==> config.mk <==
export PLATFORM = sky130hd
export DESIGN_NAME = lcd_arbiter
export DESIGN_NICKNAME = d
export VERILOG_FILES = /design/src/rtl/lcd_arbiter.sv
export SDC_FILE = /design/constraint.sdc
export NUM_CORES = 1
export LEC_CHECK = 0
export CAP_MARGIN = 20
export CORE_MARGIN = 2
export CORE_UTILIZATION = 35
export CTS_BUF_LIST = sky130_fd_sc_hd__clkbuf_16
export CTS_CLUSTER_DIAMETER = 60
export CTS_CLUSTER_SIZE = 30
export DETAILED_ROUTE_END_ITERATION = 8
export SLEW_MARGIN = 30
export SYNTH_ARGS = -nofsm -noshare
export SYNTH_HDL_FRONTEND = slang
export SYNTH_SLANG_ARGS = --single-unit
==> constraint.sdc <==
create_clock -name clk -period 1.7 [get_ports clk]
set_input_delay 0.17 -clock clk [delete_from_list [all_inputs] [get_ports clk]]
set_output_delay 0.17 -clock clk [all_outputs]
set_load 0.05 [all_outputs]
==> src/rtl/lcd_arbiter.sv <==
// Round-robin arbiter sharing one Avalon-MM LCD controller slave between N_REQ packet streams.
// Packets are never interleaved; a waitrequest watchdog aborts transfers that stall too long.
module lcd_arbiter #(
    parameter int unsigned N_REQ      = 2,
    parameter int unsigned GAP_CYCLES = 2,
    parameter int unsigned TIMEOUT    = 1024
) (
    input  logic                                          clk,
    input  logic                                          reset,
    input  logic [N_REQ-1:0]                              req_valid,
    input  logic [9*N_REQ-1:0]                            req_data,
    input  logic [N_REQ-1:0]                              req_last,
    output logic [N_REQ-1:0]                              req_ready,
    output logic [((N_REQ > 1) ? $clog2(N_REQ) : 1)-1:0]  grant_id,
    output logic                                          busy,
    output logic                                          timeout_err,
    output logic                                          address,
    output logic                                          chipselect,
    output logic                                          byteenable,
    output logic                                          read,
    output logic                                          write,
    output logic [7:0]                                    writedata,
    input  logic                                          waitrequest,
    input  logic [7:0]                                    readdata,
    input  logic [1:0]                                    response
);

    localparam int unsigned GW  = (N_REQ > 1) ? $clog2(N_REQ) : 1;
    localparam int unsigned WW  = (TIMEOUT > 2) ? $clog2(TIMEOUT) : 1;
    localparam int unsigned GPW = (GAP_CYCLES > 2) ? $clog2(GAP_CYCLES) : 1;
    localparam int unsigned WAIT_LAST = TIMEOUT - 1;
    localparam int unsigned GAP_LAST  = (GAP_CYCLES > 0) ? GAP_CYCLES - 1 : 0;

    typedef enum logic [1:0] {StIdle, StFetch, StWrite, StGap} state_e;

    state_e          state_q, state_d;
    logic [GW-1:0]   grant_q, grant_d;
    logic [GW-1:0]   last_q, last_d;
    logic [8:0]      hold_data_q, hold_data_d;
    logic            hold_last_q, hold_last_d;
    logic [WW-1:0]   wait_q, wait_d;
    logic [GPW-1:0]  gap_q, gap_d;
    logic            terr_q, terr_d;

    logic [8:0]      beat [N_REQ];
    logic [GW-1:0]   winner;
    logic [GW-1:0]   cand;
    logic            found;

    // The controller's read path is never used.
    logic unused_inputs;
    assign unused_inputs = ^{readdata, response};

    always_comb begin
        for (int i = 0; i < N_REQ; i++) begin
            beat[i] = req_data[9*i +: 9];
        end
    end

    // First valid requester after the last one served, wrapping around.
    always_comb begin
        winner = grant_q;
        found  = 1'b0;
        cand   = '0;
        for (int unsigned k = 1; k <= N_REQ; k++) begin
            cand = GW'((32'(last_q) + k) % N_REQ);
            if (!found && req_valid[cand]) begin
                found  = 1'b1;
                winner = cand;
            end
        end
    end

    always_ff @(posedge clk or negedge reset) begin
        if (!reset) begin
            state_q     <= StIdle;
            grant_q     <= '0;
            last_q      <= GW'(N_REQ - 1);
            hold_data_q <= '0;
            hold_last_q <= 1'b0;
            wait_q      <= '0;
            gap_q       <= '0;
            terr_q      <= 1'b0;
        end else begin
            state_q     <= state_d;
            grant_q     <= grant_d;
            last_q      <= last_d;
            hold_data_q <= hold_data_d;
            hold_last_q <= hold_last_d;
            wait_q      <= wait_d;
            gap_q       <= gap_d;
            terr_q      <= terr_d;
        end
    end

    always_comb begin
        state_d     = state_q;
        grant_d     = grant_q;
        last_d      = last_q;
        hold_data_d = hold_data_q;
        hold_last_d = hold_last_q;
        wait_d      = wait_q;
        gap_d       = gap_q;
        terr_d      = 1'b0;
        unique case (state_q)
            StIdle: begin
                if (found) begin
                    grant_d = winner;
                    state_d = StFetch;
                end
            end
            StFetch: begin
                if (req_valid[grant_q]) begin
                    hold_data_d = beat[grant_q];
                    hold_last_d = req_last[grant_q];
                    state_d     = StWrite;
                end
            end
            StWrite: begin
                if (!waitrequest) begin
                    wait_d = '0;
                    if (hold_last_q) begin
                        last_d = grant_q;
                        gap_d  = '0;
                        state_d = (GAP_CYCLES == 0) ? StIdle : StGap;
                    end else begin
                        state_d = StFetch;
                    end
                end else if (wait_q == WW'(WAIT_LAST)) begin
                    // Abort; the stuck requester drops to lowest priority.
                    wait_d  = '0;
                    last_d  = grant_q;
                    terr_d  = 1'b1;
                    state_d = StIdle;
                end else begin
                    wait_d = wait_q + 1'b1;
                end
            end
            StGap: begin
                if (gap_q == GPW'(GAP_LAST)) begin
                    state_d = StIdle;
                end else begin
                    gap_d = gap_q + 1'b1;
                end
            end
            default: state_d = StIdle;
        endcase
    end

    always_comb begin
        req_ready = '0;
        if (state_q == StFetch) begin
            req_ready[grant_q] = req_valid[grant_q];
        end
    end

    assign grant_id    = grant_q;
    assign busy        = (state_q != StIdle);
    assign timeout_err = terr_q;
    assign chipselect  = (state_q == StWrite);
    assign write       = (state_q == StWrite);
    assign address     = (state_q == StWrite) & hold_data_q[8];
    assign writedata   = (state_q == StWrite) ? hold_data_q[7:0] : 8'h00;
    assign byteenable  = 1'b1;
    assign read        = 1'b0;

endmodule

After elaboration in Yosys (flattened, before gate mapping)
Cells that the tools add are included.
- equality and inequality tests: 11
- muxes and demuxes: 38
- bitwise operators: 3
- add/sub/neg operators: 4
- reduce and logical (&&, ||, !) cells: 13
- $lt $le $gt $ge: 5
- operators by type and width (cell ; number):
    9-bit 2-to-1 mux ; 3
    1-bit 2-to-1 mux ; 22
    10-bit 2-to-1 mux ; 2
    2-bit 2-to-1 mux ; 7
    10-bit by 1-bit adder with 10-bit output, second input constant ; 1
    10-bit equality test, second input constant ; 1
    3-bit AND reduction ; 3
    8-bit 2-to-1 mux ; 1
    2-bit inequality test, second input constant ; 4
    2-bit case mux with 4 select lines ; 1
    2-bit nonzero test ; 4
    1-bit by 2-bit less-than comparator with 1-bit output, second input constant ; 3
    2-bit equality test, second input constant ; 2
    2-bit by 1-bit inequality test with 1-bit output, second input constant ; 2
    4-bit AND reduction ; 1
    1-bit adder, second input constant ; 3
    3-bit by 2-bit inequality test with 1-bit output, second input constant ; 1
    2-bit AND ; 1
    2-bit by 1-bit equality test with 1-bit output, second input constant ; 1
    2-bit >= comparator, second input constant ; 1
    1-bit logical AND ; 2
    2-bit logical NOT ; 1
    1-bit NOT with 2-bit output ; 1
    1-bit case mux with 2 select lines ; 1
    other kinds (5) ; 5
- bits in registers: 26
- output and inout port bits: 18
- logic and storage cells: 82

Longest topological paths before layout
Gate-level depths: netlist of the first run.
- depth after elaboration: 9
- mapped depth: 6
- depth with buffers taken out: 5

Worst setup path before layout of the first run
OpenSTA, ideal clock, no wires.
- path type: reg-to-output
- start point: reg grant_q (netlist: grant_id)
- end point: out req_ready[0]
- arrival: 2533 ps
- data required time: 1530 ps
- path buffers: 2
- stages on the path, launching flop included: 4
- slack: -1003 ps
- cell sequence: dfrtp_1 buf_4 buf_2 nor4bb_1
- longest elaborated chain between the ends: 6
- elaborated cells on any way between the ends: 9
- those cells by class: 2 x order compare; 5 x mux; 1 x bitwise; 1 x reduce/logical
- ends and longest elaborated chain (item ; line ; RTL):
    from (decl) ; 37 ; logic [GW-1:0] grant_q, grant_d;
    from (signal assigned) ; 86 ; grant_q <= grant_d;
    1-bit by 2-bit less-than comparator with 1-bit output (not written as such) or 1-bit >= comparator (tied branches) ; 153 ; req_ready[grant_q] = req_valid[grant_q];
    1-bit logical AND (not written as such) ; 153 ;
    1-bit 2-to-1 mux (not written as such) ; 153 ;
    1-bit demux with 1-bit select ; 153 ;
    2-bit AND (no line) (*) ; -- ;
    2-bit 2-to-1 mux (*) ; 152 ; if (state_q == StFetch) begin
    to (decl) ; 13 ; output logic [N_REQ-1:0] req_ready,
Every way passes the cells marked *; elsewhere a longest branch is shown, timed or not. The select of a mux whose other input is x is not followed.

Worst setup path after layout of the first run
- start point: reg state_q[1]
- end point: out writedata[6]
- longest elaborated chain between the ends: 2
- ends and longest elaborated chain (item ; line ; RTL):
    from (decl) ; 36 ; state_e state_q, state_d;
    from (signal assigned) ; 76 ; state_q <= StIdle;
    from (signal assigned) ; 85 ; state_q <= state_d;
    2-bit equality test ; 163 ; assign writedata = (state_q == StWrite) ? hold_data_q[7:0] : 8'h00;
    8-bit 2-to-1 mux ; 163 ;
    to (decl) ; 22 ; output logic [7:0] writedata,
Every way passes these cells.

==> results of run 1 <==
-- cell usage in the layout, fill, tap and decap left out, types with 2 or more instances in the layout --
cell / n
xor2_1: 2
conb_1: 2
nand2b_1: 3
buf_12: 15
mux2i_1: 11
nand2_1: 19
a21oi_1: 8
a22o_1: 2
and2_1: 9
inv_1: 4
dfrtp_1: 25
buf_4: 11
nand4_1: 2
or3_1: 2
nand3_1: 8
o31ai_1: 2
nor2_1: 3
o21ai_0: 16
clkbuf_16: 3
o21ai_1: 3
clkdlybuf4s50_1: 24
a31oi_1: 2
nor2b_1: 2
clkinvlp_4: 2
and3_1: 3
-- routing by layer --
| metal | vias to the layer above | global-route usage | routed length, um |
|---|---|---|---|
| met5 | - | 0 | 0 |
| met4 | 0 | 0.0654 | 59 |
| met3 | 5 | 0.0378 | 188 |
| met2 | 39 | 0.261 | 1740 |
| met1 | 613 | 0.190 | 1590 |
| li1 | 635 | - | - |
-- stage by stage --
stage          setup TNS (ns)  std cells  setup slack [ns]
4_1_cts                     0        249           0.00166
2_1_floorplan          -0.228        160            -0.130
3_3_place_gp                0        245            0.0965
5_1_grt                     0        251            0.0199
3_5_place_dp                0        245            0.0786
6_report                    0        251            0.0901
-- logic make-up after synthesis --
group	share of synthesized area
xor gates and xnor gates	0.0117
other	0.00501
DFF	0.435
AOI/OAI and AO/OA	0.142
buffers and inverters	0.0834
muxes	0.0884
adders and majority gates	0.00834
and+or+nand+nor	0.227
-- area by class of cell --
class                   count  area, sq um  share of cell area
clock buffers               3         75.1              0.0343
clock inverters             1         3.75             0.00172
inverters                   5         22.5              0.0103
multi-input cells         115          742               0.339
flip-flops and latches     26          652               0.298
well taps                  50         62.6              0.0286
repair buffers             50          623               0.285
repair inverters            1         7.51             0.00343
-- sequential cells by signal, summed over array words and instances, names as in the netlist --
signal and flops:
hold_data_q 9, timeout_err 1, gap_q 1, wait_q 10, state_q 2, grant_id 1
last_q 1, hold_last_q 1
-- worst max path at each step --
stage | end | slack (ns) | cells past startpoint
after floorplan | req_ready[0] | -0.13 | 3
after global placement | wait_q[8]$_DFFE_PN0P_ | 0.1 | 6
after detailed placement | wait_q[8]$_DFFE_PN0P_ | 0.08 | 6
after CTS | writedata[6] | 0.002 | 4
after global routing | writedata[3] | 0.02 | 4
final | writedata[6] | 0.09 | 4
-- timing repair --
action,4_1_cts,5_1_grt
resized for setup,0,6
endpoints found under the setup margin,0,15
hold buffers,0,0
setup buffers,0,1
-- worst max-delay path, delay by kind of cell (launching register included) --
kind	cells	cell delay, ns
buffers and inverters	2	0.32
and+or+nand+nor	2	0.40
DFF	1	0.46
-- where the power goes --
group / total, W / switching (W) / leakage [nW] / internal (W)
Clock: 0.000512 / 0.000198 / 0.0385 / 0.000314
Sequential: 0.00102 / 0.000169 / 0.332 / 0.000849
Combinational: 0.00175 / 0.000934 / 0.606 / 0.000815
Total: 0.00328 / 0.00130 / 0.976 / 0.00198
==> reports/qor.txt, run 1 <==
status = complete, no violations
clock sink count = 26
# fillers = 365
Area Overhead vs Synth = 45.9%
Die Wd = 69.5 um
Critical R2R Launch = wait_q[0]$_DFFE_PN0P_
P_leak = 0.976 nW
First-pass DRT Iterations = 4
initial core utilization = 0.370
Synth Warn # = 0
CP Class = flop to output port
total power = 0.00328 W
Worst Setup Start Kind = flop
Synth top area share = 0.417
Die Span Y = 69.5 um
CTS tree = done
Distinct cells, synth = 40
reg2reg setup slack = 0.17 ns
Post-synth EDFFs = 0
fin crit period = 1.61 ns
final wirelength = 3580 um
Max Cap Viol = 0
Setup-failing EPs final = 0
skew final = 0.00311 ns
leading area contributor after synthesis = dfrtp_1
VDD IR max = 592 uV
Residual DRC = 0
grt total ovfl = 0
Clk Latency, worst-skew pair = 0.26 ns
Yosys reg bits = 26
most common cell in the synthesized netlist = dfrtp_1
via count = 1292
DR iter-0 viols = 33
Mean Syn Cell Area = 9.38 sq um
vias in the first global route = 1345
H-tree depth = 1
post-DP HPWL = 2610 um
root buf cell = clkbuf_16
core area = 4060 sq um
first-pass GRT wire length = 6090 um
syn nets = 196
CTS clock-pin slew for the worst setup and hold paths = 0.06 ns
Wirelength per Cell = 14.2 um
post-route ant nets = 0
Tcrit/Tclk final = 0.947
ranking of synthesized cells by area = dfrtp_1, mux2i_1, o21ai_0
prevailing post-synth register cell = dfrtp_1
Longest Clk Path Bufs = 2
Slowest-stage cell, CP = dfrtp_1
post-synthesis sequential area ratio = 0.435
CTS buffer count = 3
required time at the worst-slack endpoint = 1.53 ns
worst reg2reg path depth = 6
Setup crit end kind = output port
cell-by-cell trace of the critical path = nand2b_2, clkinvlp_4, and2_1, buf_12
CP Max Fanout = 6
Mapped Cells = 160
Placement Rows = 23
Fin Hold WS = 0.289 ns
Post-Syn Area = 1500 sq um
GRT Total Usage = 0.155
unrepaired setup endpoints after global routing = false
Hold Violations, Final = 0
# diodes = 0
PwrDens = 1500 nW/um^2
Final Max Tran Viols = 0
worst path arrival time = 1.44 ns
Max stage delay on crit path = 0.46 ns
initial antenna violation count = 0
Post-synth top cells = dfrtp_1, nand2_1, o21ai_0, mux2i_1, and2_1
Final GP Congestion = 0.892
nets = 238
f_max = 621 MHz
die area = 4830 sq um
cell area after layout = 2190 sq um
asr flop ratio synth = 1.00
port bufs = 40
Via density = 5.15
utilization after layout = 0.539
largest net degree at the start of global routing = 27
Setup crit start = state_q[1]$_DFFE_PN0P_
fraction of layout instances using a drive strength above 1 = 0.189
Reg2Reg Capture Point = wait_q[8]$_DFFE_PN0P_
Post-DP Area = 2090 sq um
Top Ports = 53
worst hold path type = primary input to asynchronous set/reset pin
Power figures use the tool's default switching activity.
==> run 2: changes to the inputs <==
- clock period: 1.7 -> 1.92 ns (I/O delays scaled with it)
==> reports/qor.txt, run 2 (same netlist as run 1, synthesis figures left out) <==
Clk Latency, worst-skew pair = 0.25 ns
TNS Setup = 0 ns
post-DP HPWL = 2650 um
CP Capture Point = writedata[6]
Via density = 5.11
required time at the worst-slack endpoint = 1.73 ns
root buf cell = clkbuf_16
Longest Clk Path Bufs = 2
Die Span Y = 69.5 um
First-pass DRT Iterations = 4
register with the most flip-flops = wait_q
status = complete, no violations
P_leak = 0.959 nW
commonest non-fill, non-tap cell in the layout = clkdlybuf4s50_1
worst hold path type = primary input to asynchronous set/reset pin
most frequent cells in the layout = clkdlybuf4s50_1, dfrtp_1, nand2_1
PwrDens = 1310 nW/um^2
Residual DRC = 0
unrepaired setup endpoints after global routing = false
DR iter-0 viols = 51
Slowest-stage cell, CP = dfrtp_2
Critical R2R Launch = wait_q[0]$_DFFE_PN0P_
Tcrit/Tclk final = 0.907
reg2reg setup slack = 0.27 ns
port bufs = 40
utilization after layout = 0.531
nets = 235
cell-by-cell trace of the critical path = nand2b_1, clkinvlp_4, and2_1, buf_12
CP Class = flop to output port
CTS tree = done
Top Ports = 53
Placement Rows = 23
via count = 1268
CTS Hold Bufs = 0
Worst path top cell family by delay = flip-flops
H-tree depth = 1
area of the multi-input gates = 738 sq um
f_max = 574 MHz
cell count along the critical path = 4
Worst Setup Start Kind = flop
Final GP Congestion = 0.868
final wirelength = 3520 um
largest net degree at the start of global routing = 27
GRT Total Usage = 0.156
CTS buffer count = 3
grt total ovfl = 0
# diodes = 0
register area = 653 sq um
Post-DP Area = 2070 sq um
critical path buffer and inverter count = 2
Largest regs = wait_q (10), hold_data_q (9), state_q (2)
VDD IR max = 491 uV
initial core utilization = 0.370
Setup crit start = state_q[0]$_DFFE_PN0P_
post-route ant nets = 0
Area Overhead vs Synth = 43.5%
die area = 4830 sq um
Max stage delay on crit path = 0.46 ns
CP Max Fanout = 12
Wirelength per Cell = 14.2 um
max FFs per register = 10
worst path arrival time = 1.55 ns
fin crit period = 1.74 ns
initial antenna violation count = 0
Hold Violations, Final = 0
CTS clock-pin slew for the worst setup and hold paths = 0.06 ns
Reg2Reg Capture Point = wait_q[8]$_DFFE_PN0P_
Setup-failing EPs final = 0
worst reg2reg path depth = 6
Final Max Tran Viols = 0
Max Cap Viol = 0
Die Wd = 69.5 um
first-pass GRT wire length = 6170 um
Setup crit end kind = output port
# fillers = 361
fraction of layout instances using a drive strength above 1 = 0.167
cell area after layout = 2150 sq um
skew final = 0.00341 ns
vias in the first global route = 1297
clock sink count = 26
core area = 4060 sq um
run 2: layout make-up:
type                    count  share of cell area
repair buffers             48               0.278
clock inverters             1             0.00174
flip-flops and latches     26               0.303
inverters                   5              0.0105
multi-input cells         115               0.343
clock buffers               3              0.0349
well taps                  50              0.0291
run 2: worst reg2reg max path: stages, from the launching register on:
cell,delay (ns)
dfrtp_1,0.41
ha_1,0.21
and2_0,0.27
buf_4,0.19
nand4_4,0.10
or3_1,0.32
o21ai_1,0.08
run 2: what timing repair did:
item,CTS,global route
gates resized for setup,0,2
setup buffers,0,0
endpoints found under the hold margin,0,0
setup endpoints to repair,0,11
run 2: per-stage QoR:
stage / power [W] / instances / hold WS, ns / setup slack, ns
CTS: 0.00285 / 248 / 0.330 / 0.0868
finish: 0.00282 / 248 / 0.318 / 0.178
global route: 0.00303 / 248 / 0.344 / 0.0295
floorplan: 0.00184 / 160 / -0.104 / 0.0676
detailed placement: 0.00239 / 244 / 0.463 / 0.283
global placement: 0.00233 / 244 / 0.455 / 0.324
run 2: per-layer routing:
metal / GRT usage / vias up / share of wire / wire length [um]
li1: - / 628 / - / -
met1: 0.197 / 597 / 0.43 / 1530
met2: 0.259 / 41 / 0.50 / 1760
met3: 0.0378 / 2 / 0.057 / 202
met4: 0.0588 / 0 / 0.0094 / 33
met5: 0 / - / 0 / 0
run 2: worst min-delay path by stage:
stage,end,startpoint,cells past startpoint
floorplan,gap_q$_DFFE_PN0P_,reset,0
global placement,hold_data_q[4]$_DFFE_PN0P_,hold_data_q[4]$_DFFE_PN0P_,2
detailed placement,hold_data_q[7]$_DFFE_PN0P_,hold_data_q[7]$_DFFE_PN0P_,2
CTS,hold_data_q[7]$_DFFE_PN0P_,reset,2
global route,hold_data_q[0]$_DFFE_PN0P_,reset,2
finish,wait_q[4]$_DFFE_PN0P_,reset,2
run 2: power by group:
| part | internal [W] | leakage [nW] | switching, W |
|---|---|---|---|
| sequential | 0.000754 | 0.331 | 0.000158 |
| combinational | 0.000662 | 0.586 | 0.000791 |
| clock | 0.000278 | 0.0423 | 0.000174 |
| total | 0.00169 | 0.959 | 0.00112 |
